**src/rtl/fb_pkg.sv**
```systemverilog
// Shared geometry defaults, writer state and request layout
// for the framebuffer write engine.
package fb_pkg;

  localparam int FB_CORDW_DEF = 10;
  localparam int FB_W_DEF     = 160;
  localparam int FB_H_DEF     = 120;
  localparam int FB_DW_DEF    = 4;

  typedef enum logic {IDLE, CLEAR} fb_wr_state_t;

  typedef struct packed {
    logic [FB_DW_DEF-1:0]    cidx;
    logic [FB_CORDW_DEF-1:0] y;
    logic [FB_CORDW_DEF-1:0] x;
  } fb_req_t;

endpackage

```
**src/rtl/fb_writer_fifo.sv**
```systemverilog
// Single-clock request queue; DEPTH must be a power of two.
// Read data is combinational from the head slot.
module fifo_sync #(
  parameter int WIDTH = 8,
  parameter int DEPTH = 8
) (
  input  logic             clk,
  input  logic             rst,
  input  logic             push_i,
  input  logic [WIDTH-1:0] wdata_i,
  input  logic             pop_i,
  output logic [WIDTH-1:0] rdata_o,
  output logic             full_o,
  output logic             empty_o,
  output logic             afull_o
);
  localparam int AW = $clog2(DEPTH);

  logic [WIDTH-1:0] mem_q [DEPTH];
  logic [AW-1:0]    wr_q;
  logic [AW-1:0]    rd_q;
  logic [AW:0]      cnt_q;
  logic             do_push;
  logic             do_pop;

  assign full_o  = cnt_q == (AW+1)'(DEPTH);
  assign afull_o = cnt_q == (AW+1)'(DEPTH-1);
  assign empty_o = cnt_q == '0;
  assign do_push = push_i && !full_o;
  assign do_pop  = pop_i && !empty_o;
  assign rdata_o = mem_q[rd_q];

  always_ff @(posedge clk) begin
    if (do_push) mem_q[wr_q] <= wdata_i;
  end

  always_ff @(posedge clk or posedge rst) begin
    if (rst) begin
      wr_q  <= '0;
      rd_q  <= '0;
      cnt_q <= '0;
    end else begin
      if (do_push) wr_q <= wr_q + 1'b1;
      if (do_pop)  rd_q <= rd_q + 1'b1;
      unique case ({do_push, do_pop})
        2'b10:   cnt_q <= cnt_q + 1'b1;
        2'b01:   cnt_q <= cnt_q - 1'b1;
        default: cnt_q <= cnt_q;
      endcase
    end
  end

endmodule

```
**src/rtl/fb_writer.sv**
```systemverilog
// Framebuffer write engine: queued pixel draws plus full clear,
// with BRAM writes gated by the draw window.
module fb_writer
  import fb_pkg::*;
#(
  parameter int CORDW      = FB_CORDW_DEF,
  parameter int FB_WIDTH   = FB_W_DEF,
  parameter int FB_HEIGHT  = FB_H_DEF,
  parameter int FB_DATAW   = FB_DW_DEF,
  parameter int FIFO_DEPTH = 8,
  parameter int FB_ADDRW   = $clog2(FB_WIDTH*FB_HEIGHT)
) (
  input  logic                clk,
  input  logic                rst,
  input  logic                draw_en,
  input  logic                req_valid,
  output logic                req_ready,
  input  logic [CORDW-1:0]    req_x,
  input  logic [CORDW-1:0]    req_y,
  input  logic [FB_DATAW-1:0] req_cidx,
  input  logic                clear_start,
  input  logic [FB_DATAW-1:0] clear_cidx,
  output logic                busy,
  output logic                clipped,
  output logic                fb_we,
  output logic [FB_ADDRW-1:0] fb_addr_write,
  output logic [FB_DATAW-1:0] fb_cidx_write
);
  localparam int NPIX = FB_WIDTH * FB_HEIGHT;
  localparam int RW   = FB_DATAW + 2 * CORDW;
  localparam logic [FB_ADDRW-1:0] LAST = FB_ADDRW'(NPIX - 1);

  typedef struct packed {
    logic [FB_DATAW-1:0] cidx;
    logic [CORDW-1:0]    y;
    logic [CORDW-1:0]    x;
  } req_t;

  fb_wr_state_t        state_q;
  logic                pend_q;
  logic [FB_DATAW-1:0] ccol_q;
  logic [FB_ADDRW-1:0] cnt_q;
  logic                ready_q;
  logic                clip_q;
  logic                s1_vld_q;
  logic [FB_ADDRW-1:0] s1_addr_q;
  logic [FB_DATAW-1:0] s1_cidx_q;
  logic                we_q;
  logic [FB_ADDRW-1:0] addr_q;
  logic [FB_DATAW-1:0] cidx_q;

  logic                xfer;
  logic                oob;
  logic                push;
  logic                pop;
  logic                full;
  logic                afull;
  logic                empty;
  req_t                wreq;
  req_t                rreq;
  logic [FB_ADDRW-1:0] addr_d;
  logic [RW-1:0]       rdata;

  assign xfer   = req_valid && ready_q;
  assign oob    = (int'(req_x) >= FB_WIDTH) ||
                  (int'(req_y) >= FB_HEIGHT);
  assign push   = xfer && !oob;
  // a pending clear blocks pops so stage 1 drains
  assign pop    = draw_en && !empty &&
                  (state_q == IDLE) && !pend_q;
  assign wreq   = '{cidx: req_cidx, y: req_y, x: req_x};
  assign rreq   = req_t'(rdata);
  assign addr_d = FB_ADDRW'(rreq.y) * FB_ADDRW'(FB_WIDTH)
                + FB_ADDRW'(rreq.x);

  fifo_sync #(
    .WIDTH (RW),
    .DEPTH (FIFO_DEPTH)
  ) u_fifo (
    .clk     (clk),
    .rst     (rst),
    .push_i  (push),
    .wdata_i (wreq),
    .pop_i   (pop),
    .rdata_o (rdata),
    .full_o  (full),
    .empty_o (empty),
    .afull_o (afull)
  );

  always_ff @(posedge clk or posedge rst) begin
    if (rst) begin
      state_q   <= IDLE;
      pend_q    <= 1'b0;
      ccol_q    <= '0;
      cnt_q     <= '0;
      ready_q   <= 1'b0;
      clip_q    <= 1'b0;
      s1_vld_q  <= 1'b0;
      s1_addr_q <= '0;
      s1_cidx_q <= '0;
      we_q      <= 1'b0;
      addr_q    <= '0;
      cidx_q    <= '0;
    end else begin
      ready_q <= !(full || (afull && push));
      clip_q  <= xfer && oob;
      if (draw_en) begin
        s1_vld_q <= pop;
        if (pop) begin
          s1_addr_q <= addr_d;
          s1_cidx_q <= rreq.cidx;
        end
      end
      unique case (state_q)
        IDLE: begin
          we_q <= draw_en && s1_vld_q;
          if (draw_en && s1_vld_q) begin
            addr_q <= s1_addr_q;
            cidx_q <= s1_cidx_q;
          end
          if (pend_q && !s1_vld_q) begin
            state_q <= CLEAR;
          end else if (clear_start && !pend_q) begin
            pend_q <= 1'b1;
            ccol_q <= clear_cidx;
          end
        end
        CLEAR: begin
          we_q <= draw_en;
          if (draw_en) begin
            addr_q <= cnt_q;
            cidx_q <= ccol_q;
            if (cnt_q == LAST) begin
              cnt_q   <= '0;
              pend_q  <= 1'b0;
              state_q <= IDLE;
            end else begin
              cnt_q <= cnt_q + 1'b1;
            end
          end
        end
        default: state_q <= IDLE;
      endcase
    end
  end

  assign req_ready     = ready_q;
  assign clipped       = clip_q;
  assign fb_we         = we_q;
  assign fb_addr_write = addr_q;
  assign fb_cidx_write = cidx_q;
  assign busy = (state_q != IDLE) || pend_q || !empty ||
                s1_vld_q || we_q;

endmodule

```
**config.mk**
```make
export PLATFORM = sky130hd
export DESIGN_NAME = fb_writer
export DESIGN_NICKNAME = d
export VERILOG_FILES = /design/src/rtl/fb_pkg.sv /design/src/rtl/fb_writer_fifo.sv /design/src/rtl/fb_writer.sv
export SDC_FILE = /design/constraint.sdc
export NUM_CORES = 1
export LEC_CHECK = 0
export CORE_MARGIN = 10
export CORE_UTILIZATION = 35
export CTS_BUF_LIST = sky130_fd_sc_hd__clkbuf_4 sky130_fd_sc_hd__clkbuf_8
export DETAILED_ROUTE_END_ITERATION = 8
export GPL_TIMING_DRIVEN = 0
export PLACE_DENSITY = 0.63
export SLEW_MARGIN = 20
export SYNTH_ARGS = -nofsm -noshare
export SYNTH_HDL_FRONTEND = slang
export SYNTH_SLANG_ARGS = --single-unit
```
**constraint.sdc**
```tcl
create_clock -name clk -period 4.51 [get_ports clk]
set_clock_uncertainty 0.2 [all_clocks]
set_input_delay 0.6765 -clock clk [delete_from_list [all_inputs] [get_ports clk]]
set_output_delay 0.6765 -clock clk [all_outputs]
set_load 0.1 [all_outputs]
```
==> results_dict.tcl <==
set metrics [dict create \
    slew-limit-headroom_pct 32.0 \
    synth-edff-count 192 \
    num_rows 64 \
    post-route-period-util_pct 95.2 \
    synth-main-ff-cell "edfxtp_1" \
    synth_cell_type_count 46 \
    postCtsSetupBuffers 0 \
    ys.warnings.count 0 \
    vdd_drop_max_mv 0.229 \
    pin_count 56 \
    worstMarginPinSlew_ps 1020 \
    cts_made_buffers 44 \
    synth-compound-area-share_pct 3.76 \
    cts_root_buffer "clkbuf_8" \
    die_w_um 197 \
    clock_latency_ps 560 \
    via_per_inst 4.92 \
    synth_top_family_by_area "multiplexers" \
    final_util_pct 42.8 \
    p_leak_nw 4.80 \
    cts_sinks 265 \
    clockPowerShare_pct 39.4 \
    start_util_pct 35.7 \
    drive_gt1_share_pct 21.9 \
    dieArea_sq_um 38900 \
    power_density_nw_per_um2 386 \
    syn_avg_cell_area_sq_um 16.7 \
    crit_cells 15 \
    dp.cells 1130 \
    path_class "flop to flop" \
    critPathTopFamily "adder cells" \
    netSwitchingPower_mw 1.24 \
    grt_start_max_net_pins 39 \
    diodes 0 \
    clk_pin_slew_worst_paths_ps 60 \
    ant_nets 0 \
    max_freq_mhz 233 \
    cp.buffers_inverters 4 \
    nNetsFinal 840 \
    stdcell_count 1205 \
    cp-end-kind "flop" \
    ys_ff_latch 265 \
    drtIter0Drc 369 \
    cts_tree "built" \
    coreArea_sq_um 30800 \
    syn-cell-area_sq_um 11000 \
    hp-class "flop to flop" \
    multi_input_area_sq_um 3290 \
    min_path_cells 2 \
    synth_fp_nets 718 \
    grt_pass1_wl_mm 36.5 \
    wirelength_mm 23.0 \
    area_delta_synth_final_pct 19.8 \
    io_buffers 55 \
    worstPathMaxFanout 10 \
    synth_adder_area_share_pct 3.27 \
    cp_slowest_stage_delay_ps 560 \
    drt_first_pass_iters 4 \
    combPwrFrac_pct 7.2 \
    fill_cells 2760 \
    synth.mux.area_fraction_pct 14.4 \
    status "complete, no violations" \
    crit_arrival_ps 4490 \
    p_total_mw 5.09 \
    grt_overflow 0 \
    setup_tns_ps 0 \
    p_seq_share_pct 53.4 \
    grt_pass1_vias 6328 \
    clockBufferDepth 3 \
    htreeDepth 2 \
    track_usage_pct 12.0 \
    cp.required_ps 4710 \
    rsz0062_at_grt "false" \
    drv_cap 0 \
    detail_route.wl_per_cell_um 19.1 \
    setup_violations 0 \
    async_reset_ff_share_pct 27.5 \
    p_int_mw 3.84 \
    swShare_pct 24.5 \
    synth_seq_area_share_pct 69.0 \
    grt_antenna_before_repair 1 \
    dp_slack_ps -536 \
    die_h_um 197 \
    worstSetupStartpointType "flop" \
    yosys.area_share.simple_pct 5.26 \
    synth_xor_area_share_pct 2.67 \
    regArea_sq_um 7590 \
    drc 0 \
    r2r_cells 15 \
    place.gp.congestion 0.769 \
    slew_violations 0 \
    cp_slowest_cell "mux4_2" \
    dp_hpwl_mm 15.9 \
    via_count 5931 \
    crit_chain "buf_6 > buf_8 > buf_4 > mux4_2 > mux2i_4 > inv_1 > ha_1 > ha_1 > fa_1 > a21o_1 > a21oi_1 > xnor2_1 > nor4_1 > xnor2_1 > o21ai_1" \
    synthCells 658 \
    period_minus_slack_ps 4290 \
    hold_viol_final 0 \
    cts_hold_buf 0 \
    setup_ws_ps 219 \
]
==> power groups by stage <==
stage | registers (mW) | logic, mW | clock network (mW)
final | 2.72 | 0.366 | 2.00
after global routing | 2.73 | 0.398 | 2.18
after CTS | 2.72 | 0.371 | 2.07
after detailed placement | 2.77 | 0.370 | 0
after global placement | 2.76 | 0.358 | 0
after floorplan | 2.89 | 0.102 | 0
==> worst paths after layout <==
path	slack, ps	from	end
worst min register to register	280	fb_addr_write[9]	fb_addr_write[9]
worst min-delay path	280	fb_addr_write[9]	fb_addr_write[9]
worst max-delay path	220	u_fifo.rd_q[0]	s1_addr_q[14]
worst max register to register	220	u_fifo.rd_q[0]	s1_addr_q[14]
min in group asynchronous	360	rst	req_ready
max in group asynchronous	3180	rst	cnt_q[6]
==> routing by layer <==
layer	track usage [%]	routed length, um
met5	0	9
met4	3.42	399
met3	2.91	1330
met2	18.6	10500
met1	16.4	10800
==> layout make-up <==
type	count	area share, %
sequential	265	57.6
inverter	15	0.446
clock inverter	14	0.645
timing repair buffer	76	5.86
buffer	27	1.16
clock buffer	61	5.61
multi-input combinational	351	24.9
tap	396	3.76
==> tightest hold or removal path, stage by stage, from the launching register on <==
cell and delay [ps]:
dfrtp_1 340, nand2_1 50, o21ai_0 60
==> stage by stage <==
step,cell area [sq um],hold slack (ps)
finish,13200,281
global route,13200,314
CTS,13200,286
detailed placement,12300,274
global placement,12100,263
floorplan,11000,245
==> kinds of logic (layout without fill, tap and decap cells) <==
family / after synthesis / after routing
DFF: 265 / 265
and+or+nand+nor: 124 / 124
muxes: 96 / 96
AOI/OAI and AO/OA: 72 / 72
buffers and inverters: 42 / 193
xor gates and xnor gates: 32 / 32
adders and majority gates: 27 / 27
==> placed cells by master, fill, tap and decap left out, types with 6 or more instances in the layout <==
cell type	instances
nand2_1	60
o21ai_1	15
a21oi_1	7
buf_4	17
mux4_2	48
mux2i_1	30
nor2_1	17
clkbuf_4	17
inv_1	13
o21ai_0	32
ha_1	24
mux2_2	17
nand3_1	8
edfxtp_1	192
clkbuf_1	13
xnor2_1	17
clkdlybuf4s50_1	55
nand4_1	6
dfrtp_1	73
clkbuf_8	45
clkinv_1	8
xor2_1	14
==> cell usage after synthesis (2+ instances only) <==
cell type / number / area share [%]
a211oi_1: 3 / 0.20
a21o_1: 5 / 0.34
a21oi_1: 7 / 0.32
a311o_1: 2 / 0.18
and2_1: 4 / 0.23
and3_1: 2 / 0.11
and4_1: 2 / 0.16
buf_1: 4 / 0.14
buf_2: 4 / 0.18
clkbuf_1: 17 / 0.58
dfrtp_1: 73 / 17
edfxtp_1: 192 / 52
fa_1: 3 / 0.55
ha_1: 24 / 2.7
inv_1: 14 / 0.48
mux2_2: 17 / 1.7
mux2i_1: 31 / 2.8
mux4_2: 48 / 9.8
nand2_1: 60 / 2.0
nand2b_1: 4 / 0.23
nand3_1: 8 / 0.36
nand4_1: 6 / 0.34
nor2_1: 19 / 0.65
nor2b_1: 3 / 0.17
nor3_1: 7 / 0.32
nor3b_1: 5 / 0.34
o21ai_0: 32 / 1.5
o21ai_1: 15 / 0.68
xnor2_1: 17 / 1.4
xor2_1: 14 / 1.1
==> sequential cells by signal, indices dropped and copies added, names as in the netlist, 3 cells and up <==
name,cells
u_fifo.wr_q,3
s1_cidx_q,4
s1_addr_q,15
cnt_q,15
fb_cidx_write,4
u_fifo.rd_q,3
u_fifo.mem_q,192
ccol_q,4
u_fifo.cnt_q,4
fb_addr_write,15
==> what timing repair did <==
action                                  in CTS  in global routing
cloned                                       0                  0
gates resized for setup                      9                  9
endpoints found under the setup margin       6                  4
Note: power is estimated with default switching activity, not from simulation.
